`src/rtl/serial_subtractor_if.sv`:
```
// Operand/result bundle for serial_subtractor: start/ready handshake plus held result.
// SERIAL_SUB_OVF_EN adds the signed-overflow flag ovf.
interface serial_subtractor_if #(
    parameter int unsigned WIDTH = 8
);
    logic             start;
    logic             ready;
    logic [WIDTH-1:0] a;
    logic [WIDTH-1:0] b;
    logic             busy;
    logic             done;
    logic [WIDTH-1:0] diff;
    logic             borrow_out;
`ifdef SERIAL_SUB_OVF_EN
    logic             ovf;

    modport master (
        output start, a, b,
        input  ready, busy, done, diff, borrow_out, ovf
    );

    modport slave (
        input  start, a, b,
        output ready, busy, done, diff, borrow_out, ovf
    );
`else
    modport master (
        output start, a, b,
        input  ready, busy, done, diff, borrow_out
    );

    modport slave (
        input  start, a, b,
        output ready, busy, done, diff, borrow_out
    );
`endif
endinterface

```
`src/rtl/serial_subtractor.sv`:
```
// Bit-serial LSB-first subtractor: diff = a - b, one bit per clock, result held until next run.
// Optional SERIAL_SUB_OVF_EN adds a registered signed-overflow flag (bus.ovf).
module serial_subtractor #(
    parameter int unsigned WIDTH = 8
) (
    input  logic                clk,
    input  logic                rst_n,
    serial_subtractor_if.slave  bus
);

    localparam int unsigned CntW = $clog2(WIDTH) + 1;
    localparam logic [CntW-1:0] LastCnt = CntW'(WIDTH - 1);

    localparam logic [1:0] StIdle = 2'd0;
    localparam logic [1:0] StRun  = 2'd1;
    localparam logic [1:0] StDone = 2'd2;

    logic [1:0]       state_q, state_d;
    logic [CntW-1:0]  cnt_q, cnt_d;
    logic [WIDTH-1:0] a_sh_q, a_sh_d;
    logic [WIDTH-1:0] b_sh_q, b_sh_d;
    logic [WIDTH-1:0] res_sh_q, res_sh_d;
    logic             br_q, br_d;
    logic [WIDTH-1:0] diff_q, diff_d;
    logic             borrow_q, borrow_d;
`ifdef SERIAL_SUB_OVF_EN
    logic             ovf_q, ovf_d;
`endif

    logic             a0, b0, d_bit, br_new;
    logic [WIDTH-1:0] res_shift;

    always_comb begin
        a0     = a_sh_q[0];
        b0     = b_sh_q[0];
        d_bit  = a0 ^ b0 ^ br_q;
        br_new = (~a0 & b0) | (~(a0 ^ b0) & br_q);
        // Shift then insert at MSB; avoids a zero-width slice when WIDTH == 1.
        res_shift            = res_sh_q >> 1;
        res_shift[WIDTH-1]   = d_bit;

        state_d  = state_q;
        cnt_d    = cnt_q;
        a_sh_d   = a_sh_q;
        b_sh_d   = b_sh_q;
        res_sh_d = res_sh_q;
        br_d     = br_q;
        diff_d   = diff_q;
        borrow_d = borrow_q;
`ifdef SERIAL_SUB_OVF_EN
        ovf_d    = ovf_q;
`endif

        case (state_q)
            StIdle: begin
                if (bus.start) begin
                    a_sh_d   = bus.a;
                    b_sh_d   = bus.b;
                    res_sh_d = '0;
                    br_d     = 1'b0;
                    cnt_d    = '0;
                    state_d  = StRun;
                end
            end
            StRun: begin
                br_d     = br_new;
                res_sh_d = res_shift;
                a_sh_d   = a_sh_q >> 1;
                b_sh_d   = b_sh_q >> 1;
                cnt_d    = cnt_q + CntW'(1);
                if (cnt_q == LastCnt) begin
                    diff_d   = res_shift;
                    borrow_d = br_new;
`ifdef SERIAL_SUB_OVF_EN
                    // Final cycle sees the operand MSBs and the result MSB.
                    ovf_d    = (a0 != b0) & (d_bit != a0);
`endif
                    state_d  = StDone;
                end
            end
            StDone: state_d = StIdle;
            default: state_d = StIdle;
        endcase
    end

    always_ff @(posedge clk or negedge rst_n) begin
        if (!rst_n) begin
            state_q  <= StIdle;
            cnt_q    <= '0;
            a_sh_q   <= '0;
            b_sh_q   <= '0;
            res_sh_q <= '0;
            br_q     <= 1'b0;
            diff_q   <= '0;
            borrow_q <= 1'b0;
`ifdef SERIAL_SUB_OVF_EN
            ovf_q    <= 1'b0;
`endif
        end else begin
            state_q  <= state_d;
            cnt_q    <= cnt_d;
            a_sh_q   <= a_sh_d;
            b_sh_q   <= b_sh_d;
            res_sh_q <= res_sh_d;
            br_q     <= br_d;
            diff_q   <= diff_d;
            borrow_q <= borrow_d;
`ifdef SERIAL_SUB_OVF_EN
            ovf_q    <= ovf_d;
`endif
        end
    end

    assign bus.ready      = (state_q == StIdle);
    assign bus.busy       = (state_q == StRun) || (state_q == StDone);
    assign bus.done       = (state_q == StDone);
    assign bus.diff       = diff_q;
    assign bus.borrow_out = borrow_q;
`ifdef SERIAL_SUB_OVF_EN
    assign bus.ovf        = ovf_q;
`endif

endmodule
```
`src/flat_wrapper.sv`:
```
// flat-port wrapper written by rule: the top's interface ports become plain ports
module serial_subtractor_flat 
#(
    parameter int unsigned WIDTH = 8
)
  (clk, rst_n, bus_start, bus_a, bus_b, bus_ready, bus_busy, bus_done, bus_diff, bus_borrow_out);
  serial_subtractor_if #(.WIDTH(WIDTH)) bus_i ();
  input  logic clk;
  input  logic rst_n;
  input wire logic [$bits(bus_i.start)-1:0] bus_start;
  input wire logic [$bits(bus_i.a)-1:0] bus_a;
  input wire logic [$bits(bus_i.b)-1:0] bus_b;
  output wire logic [$bits(bus_i.ready)-1:0] bus_ready;
  output wire logic [$bits(bus_i.busy)-1:0] bus_busy;
  output wire logic [$bits(bus_i.done)-1:0] bus_done;
  output wire logic [$bits(bus_i.diff)-1:0] bus_diff;
  output wire logic [$bits(bus_i.borrow_out)-1:0] bus_borrow_out;
  assign bus_i.start = bus_start;
  assign bus_i.a = bus_a;
  assign bus_i.b = bus_b;
  assign bus_ready = bus_i.ready;
  assign bus_busy = bus_i.busy;
  assign bus_done = bus_i.done;
  assign bus_diff = bus_i.diff;
  assign bus_borrow_out = bus_i.borrow_out;
  serial_subtractor #(.WIDTH(WIDTH)) u_core (.clk(clk), .rst_n(rst_n), .bus(bus_i));
endmodule
```
`config.mk`:
```
export PLATFORM = sky130hd
export DESIGN_NAME = serial_subtractor_flat
export DESIGN_NICKNAME = d
export VERILOG_FILES = /design/src/rtl/serial_subtractor_if.sv /design/src/rtl/serial_subtractor.sv /design/src/flat_wrapper.sv
export SDC_FILE = /design/constraint.sdc
export NUM_CORES = 1
export LEC_CHECK = 0
export ABC_AREA = 1
export CAP_MARGIN = 20
export CELL_PAD_IN_SITES_DETAIL_PLACEMENT = 1
export CELL_PAD_IN_SITES_GLOBAL_PLACEMENT = 2
export CORE_ASPECT_RATIO = 0.6
export CORE_UTILIZATION = 28
export DETAILED_ROUTE_END_ITERATION = 8
export PLACE_DENSITY_LB_ADDON = 0.1
export SYNTH_ARGS = -nofsm -noshare
export SYNTH_HDL_FRONTEND = slang
export SYNTH_SLANG_ARGS = --single-unit
```
`constraint.sdc`:
```
create_clock -name clk -period 1.4 [get_ports clk]
set_clock_uncertainty 0.1 [all_clocks]
set_input_delay 0.42 -clock clk [delete_from_list [all_inputs] [get_ports clk]]
set_output_delay 0.42 -clock clk [all_outputs]
set_load 0.005 [all_outputs]
```
== After elaboration in Yosys (flattened, before gate mapping) ==
Cells that the tools add are included.
Operators by class
  reductions and logical operators: 6
  bitwise logic cells: 7
  multiplexer cells: 13
  $add $sub $neg: 1
  equal/unequal tests: 5
Operator list (number)
  $pmux W8 S2: 3
  $mux W8: 3
  $pmux W4 S2: 1
  $reduce_and A2 Y1: 3
  $add A4 B1 Y4 const B: 1
  $eq A4 B3 Y1 const B: 1
  $mux W2: 2
  $mux W4: 1
  $pmux W2 S2: 1
  $and A1 B1 Y1: 2
  $eq A2 B1 Y1 const B: 1
  $eq A2 B2 Y1 const B: 1
  $logic_not A2 Y1: 1
  $ne A2 B1 Y1 const B: 1
  $ne A2 B2 Y1 const B: 1
  $not A1 Y1: 2
  $pmux W1 S2: 1
  $reduce_bool A2 Y1: 1
  $xor A1 B1 Y1: 2
  $logic_or A1 B1 Y1: 1
  $mux W1: 1
  $or A1 B1 Y1: 1
Storage, ports and cells
  register bits: 40
  output and inout bits: 12
  word-level logic and storage cells: 40
  input port bits: 19

== Depth between registers and ports, before layout ==
  word-level depth: 5
  mapped depth: 9
  gate-level depth less buffers: 8

== Worst setup path before layout ==
OpenSTA, ideal clock, no wires.
  kind: register to register
  start: register u_core.state_q[1]
  end: register u_core.a_sh_q[4]
  stages on the path, launching flop included: 7
  required time: 1.176 ns
  path buffers: 1
  path slack: -0.069 ns
  period minus slack after synthesis: 1.469 ns
  setup time: 0.124 ns
  arrival: 1.245 ns
  path through: dfrtp_1 -> inv_1 -> ha_1 -> clkbuf_2 -> or2_2 -> o211ai_1 -> nand2_1
Between the ends
  longest elaborated chain between the ends: 3
  elaborated cells on any way between the ends: 6
  those cells by class: eq/ne: 2; mux: 1; reduce/logical: 3
Ends and longest elaborated chain
  start: declaration: line serial_subtractor.sv:18  | logic [1:0] state_q, state_d;
  start signal: assignment: line serial_subtractor.sv:88  | state_q <= StIdle;
  start signal: assignment: line serial_subtractor.sv:100  | state_q <= state_d;
  $eq A2 B1 Y1 or $logic_not A2 Y1 (tied branches): line serial_subtractor.sv:54  | case (state_q)
  $reduce_bool A2 Y1 (no source line) or $ne A2 B2 Y1 (tied branches)
  $reduce_and A2 Y1 (no source line)
  end signal: assignment: line serial_subtractor.sv:102  | a_sh_q <= a_sh_d;
  end: declaration: line serial_subtractor.sv:20  | logic [WIDTH-1:0] a_sh_q, a_sh_d;
Several ways; a longest one is shown, not always the timed one.
A chain may end at the register's enable or synchronous reset.

== Final worst setup path ==
  start: register u_core.state_q[0]
  end: output port bus_done
Between the ends
  longest elaborated chain between the ends: 1
Ends and longest elaborated chain
  $eq A2 B2 Y1: line serial_subtractor.sv:116  | assign bus.done = (state_q == StDone);
  end: declaration: line flat_wrapper.sv:15  | output wire logic [$bits(bus_i.done)-1:0] bus_done;
No other way between the ends.

==> results.json <==
{
  "outcome": "complete, but fails checks",
  "failed_checks": "setup timing",
  "drt-initial-drc-count": 47,
  "drv_slew": 0,
  "ir_drop_mv": 0.965,
  "hpwl_um": 2940,
  "postSynthCellCount": 189,
  "end_kind": "primary output",
  "diodes": 0,
  "initial_utilization_pct": 30.3,
  "fmax_mhz": 614,
  "cp_max_fo": 2,
  "gp_congestion": 0.775,
  "post-route-period-util_pct": 116,
  "antenna_left": 0,
  "whs_path_depth": 2,
  "fin_area_sq_um": 2950,
  "clock-sinks": 39,
  "synthTopCellsByArea": "dfrtp_1 (55%), nand2_1 (11%), o211ai_1 (5.5%)",
  "clk_latency_ns": 0.29,
  "cts_made_buffers": 5,
  "grt_pass1_vias": 1657,
  "numPortBuffers": 30,
  "syn_avg_cell_area_sq_um": 9.35,
  "worst_pin_slew_ns": 0.570,
  "nets": 277,
  "seq_area_frac_synth_pct": 55.2,
  "min_path_type": "reg2reg",
  "viasPerCell": 4.81,
  "grt_pass1_wl_um": 8650,
  "cts.clk_slew.worst_paths_ns": 0.08,
  "synth_top_area_share_pct": 55.2,
  "postLayoutCoreUtil_pct": 50.5,
  "num_vias": 1605,
  "start_kind": "flip-flop",
  "synthDistinctLibCells": 22,
  "r2r_end": "u_core.cnt_q[0]",
  "drive_gt1_share_pct": 45.3,
  "antenna_found_initial": 0,
  "overflow": 0,
  "yosys_warnings": 0,
  "area_growth_pct": 66.6,
  "grt_max_degree": 40,
  "worstHoldStart": "u_core.a_sh_q[6]",
  "htree_levels": 2,
  "cap_violations": 0,
  "syn-num-nets": 213,
  "hold_viol": 0,
  "setup_viol": 42,
  "rsz0062_at_grt": "yes",
  "globalRouteTotalUtil_pct": 17.0,
  "fin_cells": 334,
  "dp_cells": 305,
  "netlist_area_sq_um": 1770,
  "cts_tree": "done",
  "crit_arrival_ns": 1.11,
  "dp_worst_setup_slack_ns": -0.325,
  "p_leak_uw": 0.00129,
  "reg2reg_depth": 9,
  "ff2ff_setup_slack_ns": -0.21,
  "wl_um": 5380,
  "clockRootBuffer": "clkbuf_8",
  "drt-wirelength-per-cell_um": 16.1,
  "die-area_sq_um": 6650,
  "ioPinCount": 31,
  "placed_cell_area_sq_um": 2270,
  "worstSetupPathType": "reg2out",
  "p_per_area_nw_per_um2": 2050,
  "critPathRequiredTime_ns": 0.88,
  "dr.pass1.iters": 4,
  "hold_end": "u_core.a_sh_q[6]",
  "core_area_sq_um": 5830,
  "die_y_um": 63.6,
  "clock_path_buffers": 2,
  "r2r-start": "u_core.state_q[1]",
  "synth_top_cell_by_area": "dfrtp_1",
  "placementRows": 21,
  "slew_headroom_pct": 62.0,
  "synth.ff_latch_count": 39,
  "worst_slack_ns": -0.229,
  "die_w_um": 105,
  "drc_errors": 0,
  "finalCriticalPeriod_ns": 1.63
}
cell families after synthesis:
group	after synthesis	synth area share, %
AO/OA/AOI/OAI	37	12.9
adder cells (fa/ha/maj)	5	3.96
buffers and inverters	28	7.15
flip-flops	39	55.2
AND/OR/NAND/NOR	80	20.8
power by group:
part           total [uW]  internal [uW]  leakage (uW)  switching, uW
logic                3420           1680      0.000732           1740
registers            1760           1490      0.000511            265
clock network         858            449     0.0000505            410
cells in the mapped netlist:
library cell,n
nand2_1,54
dfrtp_1,39
inv_1,18
o211ai_1,13
o21ai_1,9
nand3_1,8
o22ai_1,8
or2_2,7
o21ai_0,5
buf_2,4
ha_1,4
or2_1,4
nor2_1,3
a21oi_1,2
buf_4,2
inv_2,2
nand2_2,2
buf_6,1
clkbuf_2,1
fa_1,1
nand2_4,1
nand4_4,1
critical path, stage by stage, from the launching register on:
cell and delay (ns):
dfrtp_1 0.39, inv_2 0.07, buf_6 0.11, ha_4 0.14, buf_6 0.11
state kept, by name, summed over array words and instances, names as in the netlist:
name / cells
u_core.a_sh_q: 8
u_core.b_sh_q: 8
u_core.br_q: 1
u_core.bus.borrow_out: 1
u_core.bus.diff: 8
u_core.cnt_q: 4
u_core.res_sh_q: 7
u_core.state_q: 2
routing by layer:
| layer | track usage (%) | vias up | part of all wire [%] |
|---|---|---|---|
| met5 | 0 | - | 0 |
| met4 | 6.16 | 0 | 1.6 |
| met3 | 3.62 | 8 | 3.7 |
| met2 | 26.2 | 32 | 47 |
| met1 | 23.6 | 801 | 48 |
| li1 | - | 764 | - |
layout by cell type, fill, tap and decap left out, types with 3 or more instances in the layout:
cell type        synthesis  final
dfrtp_1                 39     39
nand2_1                 54     32
nand2_2                  2     18
clkdlybuf4s50_1          0     17
inv_1                   18     15
o211ai_1                13     13
buf_6                    1     13
o21ai_1                  9     11
buf_4                    2     11
o22ai_2                  0      7
clkbuf_8                 0      7
nand3_2                  0      6
or2_4                    0      6
buf_2                    4      6
nand2_8                  0      5
buf_12                   0      5
inv_2                    2      4
nand4_4                  1      4
nand2_4                  1      4
or2_1                    4      4
ha_4                     0      4
clkbuf_2                 1      4
o21ai_2                  0      3
nor2_1                   3      3
layout make-up:
cell class	count	area, sq um
clock inverters	1	7.51
flip-flops and latches	39	976
inverters	20	82.6
clock buffers	7	96.3
repair buffers	60	627
well taps	80	100
multi-input cells	127	1060
fillers	640	2890
metrics by stage:
step,power [uW],hold WS [ns],setup TNS [ns]
finish,6040,0.388,-6.56
global route,6480,0.410,-10.02
CTS,5360,0.382,-5.95
detailed placement,3740,0.307,-10.60
global placement,3650,0.306,-8.41
floorplan,2970,0.0244,0
worst max path at each step:
stage | start | endpoint | cells after the start
global route | u_core.state_q[1] | u_core.cnt_q[0] | 9
floorplan | u_core.state_q[1] | u_core.a_sh_q[4] | 6
CTS | u_core.state_q[1] | bus_busy | 3
detailed placement | bus_start | u_core.res_sh_q[4] | 5
global placement | u_core.state_q[0] | bus_busy | 3
finish | u_core.state_q[0] | bus_done | 4
what timing repair did:
item / CTS / global route
gates cloned: 4 / 3
endpoints found under the hold margin: 34 / 0
setup endpoints to repair: 51 / 46
hold buffers: 1 / 0
resized for setup: 85 / 62
setup buffers: 10 / 3
pin swaps: 29 / 24
(Power assumes the default switching activity.)
